$ cat src/rtl/wb_port_arbiter_pkg.sv
// Shared widths and write-port source encoding for the register-file writeback arbiter.
package wb_port_arbiter_pkg;

  localparam int unsigned DEF_DSIZE = 32;
  localparam int unsigned DEF_ASIZE = 5;

  typedef enum logic [1:0] {
    WB_SRC_NONE = 2'd0,
    WB_SRC_PIPE = 2'd1,
    WB_SRC_BUF  = 2'd2
  } wb_src_e;

endpackage

$ cat src/rtl/wb_pend_fifo.sv
// Pending-result FIFO for multi-cycle writebacks: storage, pointers, count,
// kill-by-address and address lookups for hazard detection.
module wb_pend_fifo
  import wb_port_arbiter_pkg::*;
#(
  parameter int unsigned DSIZE = DEF_DSIZE,
  parameter int unsigned ASIZE = DEF_ASIZE,
  parameter int unsigned DEPTH = 2
) (
  input  logic             clk,
  input  logic             rst,
  input  logic             push,
  input  logic [ASIZE-1:0] push_addr,
  input  logic [DSIZE-1:0] push_data,
  input  logic             pop,
  input  logic             kill,
  input  logic [ASIZE-1:0] kill_addr,
  input  logic [ASIZE-1:0] look1,
  input  logic [ASIZE-1:0] look2,
  output logic             full,
  output logic             empty,
  output logic             head_valid,
  output logic [ASIZE-1:0] head_addr,
  output logic [DSIZE-1:0] head_data,
  output logic             hit1,
  output logic             hit2
);

  localparam int unsigned PW = $clog2(DEPTH);
  localparam int unsigned CW = PW + 1;

  logic [DEPTH-1:0] valid;
  logic [ASIZE-1:0] addr_q [DEPTH];
  logic [DSIZE-1:0] data_q [DEPTH];
  logic [PW-1:0]    wr_ptr, rd_ptr;
  logic [CW-1:0]    count;

  // Kill first, then pop/push, so an entry written this cycle keeps its valid bit.
  always_ff @(posedge clk) begin
    if (rst) begin
      valid  <= '0;
      wr_ptr <= '0;
      rd_ptr <= '0;
      count  <= '0;
    end else begin
      for (int unsigned i = 0; i < DEPTH; i++)
        if (kill && addr_q[i] == kill_addr) valid[i] <= 1'b0;
      if (pop) begin
        valid[rd_ptr] <= 1'b0;
        rd_ptr        <= rd_ptr + 1'b1;
      end
      if (push) begin
        valid[wr_ptr] <= 1'b1;
        wr_ptr        <= wr_ptr + 1'b1;
      end
      case ({push, pop})
        2'b10:   count <= count + 1'b1;
        2'b01:   count <= count - 1'b1;
        default: count <= count;
      endcase
    end
  end

  always_ff @(posedge clk) begin
    if (push) begin
      addr_q[wr_ptr] <= push_addr;
      data_q[wr_ptr] <= push_data;
    end
  end

  assign full       = (count == CW'(DEPTH));
  assign empty      = (count == '0);
  assign head_valid = valid[rd_ptr];
  assign head_addr  = addr_q[rd_ptr];
  assign head_data  = data_q[rd_ptr];

  always_comb begin
    hit1 = 1'b0;
    hit2 = 1'b0;
    for (int unsigned i = 0; i < DEPTH; i++) begin
      if (valid[i] && addr_q[i] == look1) hit1 = 1'b1;
      if (valid[i] && addr_q[i] == look2) hit2 = 1'b1;
    end
  end

endmodule

$ cat src/rtl/wb_port_arbiter.sv
// Register-file write-port arbiter: pipeline writeback has priority, buffered
// multi-cycle results drain when idle or when their age forces a stall.
module wb_port_arbiter
  import wb_port_arbiter_pkg::*;
#(
  parameter int unsigned DSIZE    = DEF_DSIZE,
  parameter int unsigned ASIZE    = DEF_ASIZE,
  parameter int unsigned DEPTH    = 2,
  parameter int unsigned MAX_WAIT = 4
) (
  input  logic             clk,
  input  logic             rst,
  input  logic             wb_wen,
  input  logic [ASIZE-1:0] wb_waddr,
  input  logic [DSIZE-1:0] wb_wdata,
  input  logic             mu_valid,
  input  logic [ASIZE-1:0] mu_waddr,
  input  logic [DSIZE-1:0] mu_wdata,
  output logic             mu_ready,
  output logic             rf_wen,
  output logic [ASIZE-1:0] rf_waddr,
  output logic [DSIZE-1:0] rf_wdata,
  output logic             stall_pipe,
  input  logic [ASIZE-1:0] raddr1,
  input  logic [ASIZE-1:0] raddr2,
  output logic             pend_hit1,
  output logic             pend_hit2
);

  localparam int unsigned AW = $clog2(MAX_WAIT + 1);

  logic             full, empty, head_valid, hit1, hit2;
  logic [ASIZE-1:0] head_addr;
  logic [DSIZE-1:0] head_data;
  logic             push, store, pop, kill;
  logic             pipe_req, head_req, drain;
  logic [AW-1:0]    age;
  wb_src_e          sel;

  assign mu_ready = !full && !rst;
  assign push     = mu_valid && mu_ready;
  assign store    = push && (mu_waddr != '0);
  assign pipe_req = wb_wen && (wb_waddr != '0);
  assign head_req = !empty;
  assign drain    = (age >= AW'(MAX_WAIT));

  always_comb begin
    sel        = WB_SRC_NONE;
    stall_pipe = 1'b0;
    if (!rst) begin
      if (drain && head_req) begin
        sel        = WB_SRC_BUF;
        stall_pipe = pipe_req;
      end else if (pipe_req) begin
        sel = WB_SRC_PIPE;
      end else if (head_req) begin
        sel = WB_SRC_BUF;
      end
    end
  end

  assign pop  = (sel == WB_SRC_BUF);
  assign kill = (sel == WB_SRC_PIPE);

  always_ff @(posedge clk) begin
    if (rst || pop || empty) age <= '0;
    else if (!drain)         age <= age + 1'b1;
  end

  always_comb begin
    rf_wen   = 1'b0;
    rf_waddr = '0;
    rf_wdata = '0;
    case (sel)
      WB_SRC_PIPE: begin
        rf_wen   = 1'b1;
        rf_waddr = wb_waddr;
        rf_wdata = wb_wdata;
      end
      WB_SRC_BUF: begin
        rf_wen   = head_valid;
        rf_waddr = head_addr;
        rf_wdata = head_data;
      end
      default: ;
    endcase
  end

  // Lookups also see the result being pushed this cycle, ahead of its storage.
  assign pend_hit1 = !rst && (raddr1 != '0) && (hit1 || (push && mu_waddr == raddr1));
  assign pend_hit2 = !rst && (raddr2 != '0) && (hit2 || (push && mu_waddr == raddr2));

  wb_pend_fifo #(
    .DSIZE(DSIZE),
    .ASIZE(ASIZE),
    .DEPTH(DEPTH)
  ) u_fifo (
    .clk       (clk),
    .rst       (rst),
    .push      (store),
    .push_addr (mu_waddr),
    .push_data (mu_wdata),
    .pop       (pop),
    .kill      (kill),
    .kill_addr (wb_waddr),
    .look1     (raddr1),
    .look2     (raddr2),
    .full      (full),
    .empty     (empty),
    .head_valid(head_valid),
    .head_addr (head_addr),
    .head_data (head_data),
    .hit1      (hit1),
    .hit2      (hit2)
  );

endmodule

$ cat config.mk
export PLATFORM = sky130hd
export DESIGN_NAME = wb_port_arbiter
export DESIGN_NICKNAME = d
export VERILOG_FILES = /design/src/rtl/wb_port_arbiter_pkg.sv /design/src/rtl/wb_pend_fifo.sv /design/src/rtl/wb_port_arbiter.sv
export SDC_FILE = /design/constraint.sdc
export NUM_CORES = 1
export LEC_CHECK = 0
export CAP_MARGIN = 20
export CORE_MARGIN = 2
export CORE_UTILIZATION = 37
export CTS_CLUSTER_DIAMETER = 30
export DETAILED_ROUTE_END_ITERATION = 6
export PLACE_DENSITY = 0.71
export SYNTH_ARGS = -nofsm -noshare
export SYNTH_HDL_FRONTEND = slang
export SYNTH_SLANG_ARGS = --single-unit
$ cat constraint.sdc
create_clock -name clk -period 6 [get_ports clk]
set_input_delay 0.9 -clock clk [delete_from_list [all_inputs] [get_ports clk]]
set_output_delay 0.9 -clock clk [all_outputs]
set_load 0.03 [all_outputs]
==> summary.txt, run 1 <==
H-tree depth -> 3
Final Skew -> 4.91 ps
Worst hold-check path type -> reg -> reg
Fmax -> 0.190 GHz
Initial DRC count -> 147
Setup CP Type -> in -> out
TritonCTS clock tree -> done
Vias -> 3199
Largest net degree at the start of global routing -> 38
Syn avg cell area -> 11.4 µm²
Min cycle time layout -> 5270 ps
Outcome -> completed
CP max FO -> 30
I/O pin cnt -> 130
Final #Nets -> 591
Final slew viol count -> 0
EDFF count, synth -> 74
Power per standard cell area -> 240 mW/mm²
PortBufs -> 129
Vias in the first global route -> 3289
Unique masters post-synth -> 38
Setup violations, final -> 0
Root Buffer Master -> clkbuf_16
Peak supply drop -> 120 µV
Die area -> 0.0122 mm²
Syn_nets -> 461
Ys async rst share -> 0%
Slew HR -> 32.1%
Post-Syn Area -> 0.00420 mm²
Final WS setup -> 734 ps
Setup bufs post-CTS -> 0
Dpl hpwl -> 7410 µm
Worst-Margin Slew -> 1020 ps
Core ar. -> 0.0110 mm²
Post-synth top flop -> edfxtp_1
Post-synthesis sequential area ratio -> 57.7%
Multi-input gate area -> 0.00166 mm²
Chip height -> 111 µm
Routed length per instance -> 16.2 µm
Hold slack final -> 505 ps
Unrepaired setup endpoints after global routing -> false
CTS buffer count -> 9
Clk buf depth -> 2
WP data required -> 5100 ps
Fillers -> 925
Syn Inst Count -> 368
Starting Density -> 38.3%
Row count -> 38
Vias per std cell -> 4.98
Placer congestion estimate -> 0.908
Register area -> 0.00242 mm²
CTS sink cnt -> 84
Drt first pass iters -> 4
Syn-to-layout area delta -> 41.0%
DRC Markers -> 0
Layout cells sized above 1 -> 6.76%
Die width -> 111 µm
DRT antenna net count -> 0
Leakage power -> 0.00193 µW
Pre-CTS setup slack -> 716 ps
Worst-path clk slew -> 60 ps
Clock latency on the worst-skew pair -> 340 ps
DRT Wirelength -> 10400 µm
Ys Warns -> 0
#FFs+latches synth -> 84
Crit start category -> input pin
Antenna violations before repair -> 0
Gr ovfl total -> 0
Hold Vio Cnt, Final -> 0
Post-route setup TNS -> 0 ps
Antenna diodes -> 0
First-pass GRT wire length -> 16800 µm
Max Cap Viol -> 0
WP data arrival -> 4370 ps
Post-CTS Resized -> 0
Hold_buf cts -> 0
GRT Util Overall -> 17.1%
Period Utilization, post-route -> 87.8%
CP endpoint kind -> output port
## routing by layer
metal | GRT usage, % | routed length, µm | vias up
met2 | 28.5 | 5030 | 110
met1 | 21.5 | 4490 | 1511
li1 | - | - | 1560
met3 | 4.01 | 663 | 18
met5 | 0 | 0 | -
met4 | 7.17 | 216 | 0
## state kept, by name (all words and copies together) (netlist names), named ones only
signal	cells
u_fifo.addr_q	10
u_fifo.data_q	64
u_fifo.wr_ptr	1
u_fifo.rd_ptr	1
u_fifo.valid	2
age	3
u_fifo.count	2
## cells in the mapped netlist, drive strengths merged, types with 4 or more instances
master | n | area [µm²]
inv | 8 | 30.0
xnor2 | 20 | 175
edfxtp | 74 | 2220
nor2 | 86 | 323
mux2i | 38 | 380
clkbuf | 9 | 33.8
nand4 | 4 | 25.0
buf | 9 | 60.1
a21oi | 42 | 210
nor4 | 4 | 25.0
dfxtp | 10 | 200
nand2 | 7 | 26.3
ha | 5 | 62.6
xor2 | 24 | 210
nand3 | 6 | 30.0
## placed cells by master, fill, tap and decap left out, drive strengths merged
master / Yosys / routed
a211oi: 1 / 1
a21o: 1 / 1
a21oi: 42 / 42
a311oi: 1 / 1
a31oi: 1 / 1
and2b: 1 / 1
buf: 9 / 8
clkbuf: 9 / 10
clkdlybuf4s50: 0 / 129
clkinv: 0 / 1
clkinvlp: 0 / 3
dfxtp: 10 / 10
edfxtp: 74 / 74
ha: 5 / 5
inv: 8 / 10
mux2: 1 / 1
mux2i: 38 / 38
nand2: 7 / 7
nand3: 6 / 6
nand4: 4 / 4
nor2: 86 / 86
nor2b: 1 / 1
nor3: 3 / 3
nor3b: 1 / 1
nor4: 4 / 4
o211ai: 1 / 1
o21ai: 3 / 3
o21bai: 1 / 1
o221ai: 1 / 1
or2: 1 / 1
or3: 1 / 1
or4: 3 / 3
xnor2: 20 / 20
xor2: 24 / 24
## per-stage QoR
step           cells  cell area (µm²)  power [µW]  util [%]
6_report         643             5930        1420      54.0
2_1_floorplan    368             4200         804         -
4_1_cts          643             5930        1430      54.0
3_3_place_gp     626             5630         914      51.2
5_1_grt          643             5930        1470      54.0
3_5_place_dp     627             5650         921      51.4
## final cells by class
cell class                      count  area share [%]
Clock buffer                       10            3.86
Clock inverter                      6           0.823
Inverter                            8           0.507
Multi-Input combinational cell    258            27.9
Sequential cell                    84            40.9
Tap cell                          140            2.96
Timing Repair Buffer              137            23.0
## worst paths after layout
path                                      start              end  slack [ps]  cells after the start
worst max-delay path                wb_waddr[1]      rf_wdata[2]         730                     12
worst min-delay path            u_fifo.count[1]  u_fifo.count[1]         510                      2
worst max register to register  u_fifo.count[0]  u_fifo.valid[0]        3280                      9
worst min register to register  u_fifo.count[1]  u_fifo.count[1]         510                      2
## power by group
group | internal [µW] | switching (µW)
sequential | 662 | 15.9
clock | 284 | 231
combinational | 116 | 114
total | 1060 | 361
## logic make-up after synthesis
group / Yosys count / synth area share (%)
compound gates: 52 / 7.12
xor+xnor: 44 / 9.17
fa+ha+maj: 5 / 1.49
buf+inv: 26 / 2.95
flops: 84 / 57.7
mux: 39 / 9.32
simple gates: 118 / 12.3
## worst max-delay path: stages
cell,delay (ps)
clkdlybuf4s50_1,500
or4_4,580
o21ai_4,180
o21ai_2,90
inv_2,60
ha_1,230
inv_1,470
buf_4,370
nor2_1,130
a21oi_1,50
nor2_1,100
clkdlybuf4s50_1,690
Note: power is estimated with default switching activity, not from simulation.
==> inputs of run 2 (changes only) <==
==> constraint.sdc (replaced) <==
create_clock -name clk -period 6.75 [get_ports clk]
set_input_delay 1.0125 -clock clk [delete_from_list [all_inputs] [get_ports clk]]
set_output_delay 1.0125 -clock clk [all_outputs]
set_load 0.03 [all_outputs]
==> summary.txt, run 2 (synthesized netlist as in run 1, its figures left out) <==
Vias -> 3213 (+0.44%)
Die width -> 111 µm (unchanged)
Multi-input gate area -> 0.00166 mm² (unchanged)
Max Cap Viol -> 0 (unchanged)
WP data required -> 5740 ps (+640 ps)
Worst R2R End -> u_fifo.valid[0]
Clk buf depth -> 2 (unchanged)
Syn-to-layout area delta -> 41.8%
Vias per std cell -> 5.00 (+0.59%)
Worst-Margin Slew -> 834 ps (-183 ps)
Gr ovfl total -> 0 (unchanged)
Root Buffer Master -> clkbuf_16
CP endpoint kind -> output port
I/O pin cnt -> 130 (unchanged)
Biggest register -> u_fifo.data_q
DRT antenna net count -> 0 (unchanged)
H-tree depth -> 3 (unchanged)
CP max FO -> 21 (-30%)
Setup violations, final -> 0 (unchanged)
DRT Wirelength -> 10400 µm (+0.22%)
Fmax -> 0.186 GHz
Cell family with most CP delay -> buffers and inverters
Layout cells sized above 1 -> 6.37% (-0.38 points)
Final design utilization -> 54.2% (+0.30 points)
Peak supply drop -> 138 µV (+15%)
Unrepaired setup endpoints after global routing -> false
Placer congestion estimate -> 0.862 (-5.0%)
Final WS setup -> 1390 ps (+652 ps)
Dpl hpwl -> 7450 µm (+0.53%)
Final Skew -> 6.23 ps (+1.32 ps)
First-pass GRT wire length -> 16600 µm (-1.2%)
WP data arrival -> 4350 ps (-20 ps)
Min-delay src -> u_fifo.wr_ptr
Instance count on the critical path -> 12 (unchanged)
Most frequent cells in the layout -> 129 x clkdlybuf4s50_1, 86 x nor2_1, 74 x edfxtp_1
GRT Util Overall -> 16.9% (-0.27 points)
Top Registers -> u_fifo.data_q x64, u_fifo.addr_q x10, age x3
Vias in the first global route -> 3323 (+1.0%)
Setup CP Type -> in -> out
TritonCTS clock tree -> done
Hold_buf cts -> 0 (unchanged)
Buf+Inv Stages, Crit Path -> 5 (unchanged)
CTS buffer count -> 9 (unchanged)
Post-route setup TNS -> 0 ps (unchanged)
Crit start category -> input pin
Largest net degree at the start of global routing -> 38 (unchanged)
Final slew viol count -> 0 (unchanged)
Worst-path clk slew -> 60 ps (about the same)
CTS sink cnt -> 84 (unchanged)
Outcome -> completed
DRC Markers -> 0 (unchanged)
Row count -> 38 (unchanged)
Die area -> 0.0122 mm² (unchanged)
Crit-path cells -> clkdlybuf4s50_1 > or4_4 > o21ai_4 > a211oi_2 > inv_2 > ha_1 > inv_1 > buf_4 > nor2_1 > a21oi_1 > nor2_1 > clkdlybuf4s50_1
Commonest non-fill, non-tap cell in the layout -> clkdlybuf4s50_1
Slowest CP cell -> clkdlybuf4s50_1
Power per standard cell area -> 222 mW/mm² (-7.4%)
Slew HR -> 44.3% (+12 points)
Setup bufs post-CTS -> 0 (unchanged)
Core ar. -> 0.0110 mm² (unchanged)
Antenna diodes -> 0 (unchanged)
Pre-CTS setup slack -> 1410 ps (+691 ps)
Antenna violations before repair -> 0 (unchanged)
CP peak stage delay -> 700 ps (about the same)
Max reg flops -> 64 (unchanged)
Post-CTS Resized -> 0 (unchanged)
Flop2flop setup slack -> 4280 ps (+1000 ps)
Clock latency on the worst-skew pair -> 330 ps (about the same)
PortBufs -> 129 (unchanged)
Critical R2R Launch -> u_fifo.count[0]
Starting Density -> 38.3% (unchanged)
Worst hold-check path type -> reg -> reg
Register area -> 0.00242 mm² (unchanged)
Leakage power -> 0.00195 µW (+1.0%)
Initial DRC count -> 135 (-8.2%)
Chip height -> 111 µm (unchanged)
Hold path cells -> 2 (unchanged)
Hold Path Sink -> u_fifo.valid[1]
Routed length per instance -> 16.2 µm (+0.38%)
Min cycle time layout -> 5360 ps
R2R cell count -> 8 (-1)
Drt first pass iters -> 4 (unchanged)
Period Utilization, post-route -> 79.5%
Fillers -> 971 (+5.0%)
Final #Nets -> 590 (-0.17%)
Hold Vio Cnt, Final -> 0 (unchanged)
-- run 2: power by group --
| part | total [µW] | switching, µW | internal [µW] | leakage [µW] |
|---|---|---|---|---|
| registers | 602 | 13.7 | 589 | 0.000761 |
| logic | 204 | 102 | 102 | 0.00104 |
| clock network | 517 | 193 | 324 | 0.000150 |
-- run 2: layer usage --
| layer | track usage, % | vias up | routed length, µm |
|---|---|---|---|
| met5 | 0 | - | 0 |
| met4 | 5.08 | 0 | 127 |
| met3 | 4.77 | 10 | 638 |
| met2 | 28.5 | 104 | 5160 |
| met1 | 21.0 | 1543 | 4500 |
| li1 | - | 1556 | - |
-- run 2: metrics by stage --
step / hold slack, ps / cell area [µm²] / instances / total power (µW)
after floorplan: 462 / 4200 / 368 / 714
after global placement: 476 / 5620 / 625 / 811
after detailed placement: 501 / 5640 / 626 / 818
after CTS: 507 / 5960 / 642 / 1340
after global routing: 528 / 5960 / 642 / 1370
final: 505 / 5960 / 642 / 1320
-- run 2: how the worst max path moves through the flow --
stage | slack [ps] | endpoint | from
3_5_place_dp | 1410 | rf_waddr[1] | wb_waddr[2]
2_1_floorplan | 2740 | rf_wdata[12] | wb_waddr[1]
6_report | 1390 | rf_waddr[1] | wb_waddr[2]
3_3_place_gp | 1430 | rf_waddr[1] | wb_waddr[2]
5_1_grt | 1200 | rf_waddr[1] | wb_waddr[2]
4_1_cts | 1400 | rf_waddr[1] | wb_waddr[2]
-- run 2: area by class of cell --
| class | count | area share (%) |
|---|---|---|
| Sequential cell | 84 | 40.7 |
| Multi-Input combinational cell | 258 | 27.8 |
| Timing Repair Buffer | 136 | 22.8 |
| Clock buffer | 10 | 3.84 |
| Tap cell | 140 | 2.94 |
| Clock inverter | 6 | 1.49 |
| Inverter | 8 | 0.504 |
-- run 2: worst min-delay path, stage by stage, from the launching register on --
cell     delay [ps]
dfxtp_1         310
nand3_1          90
a21oi_1          60
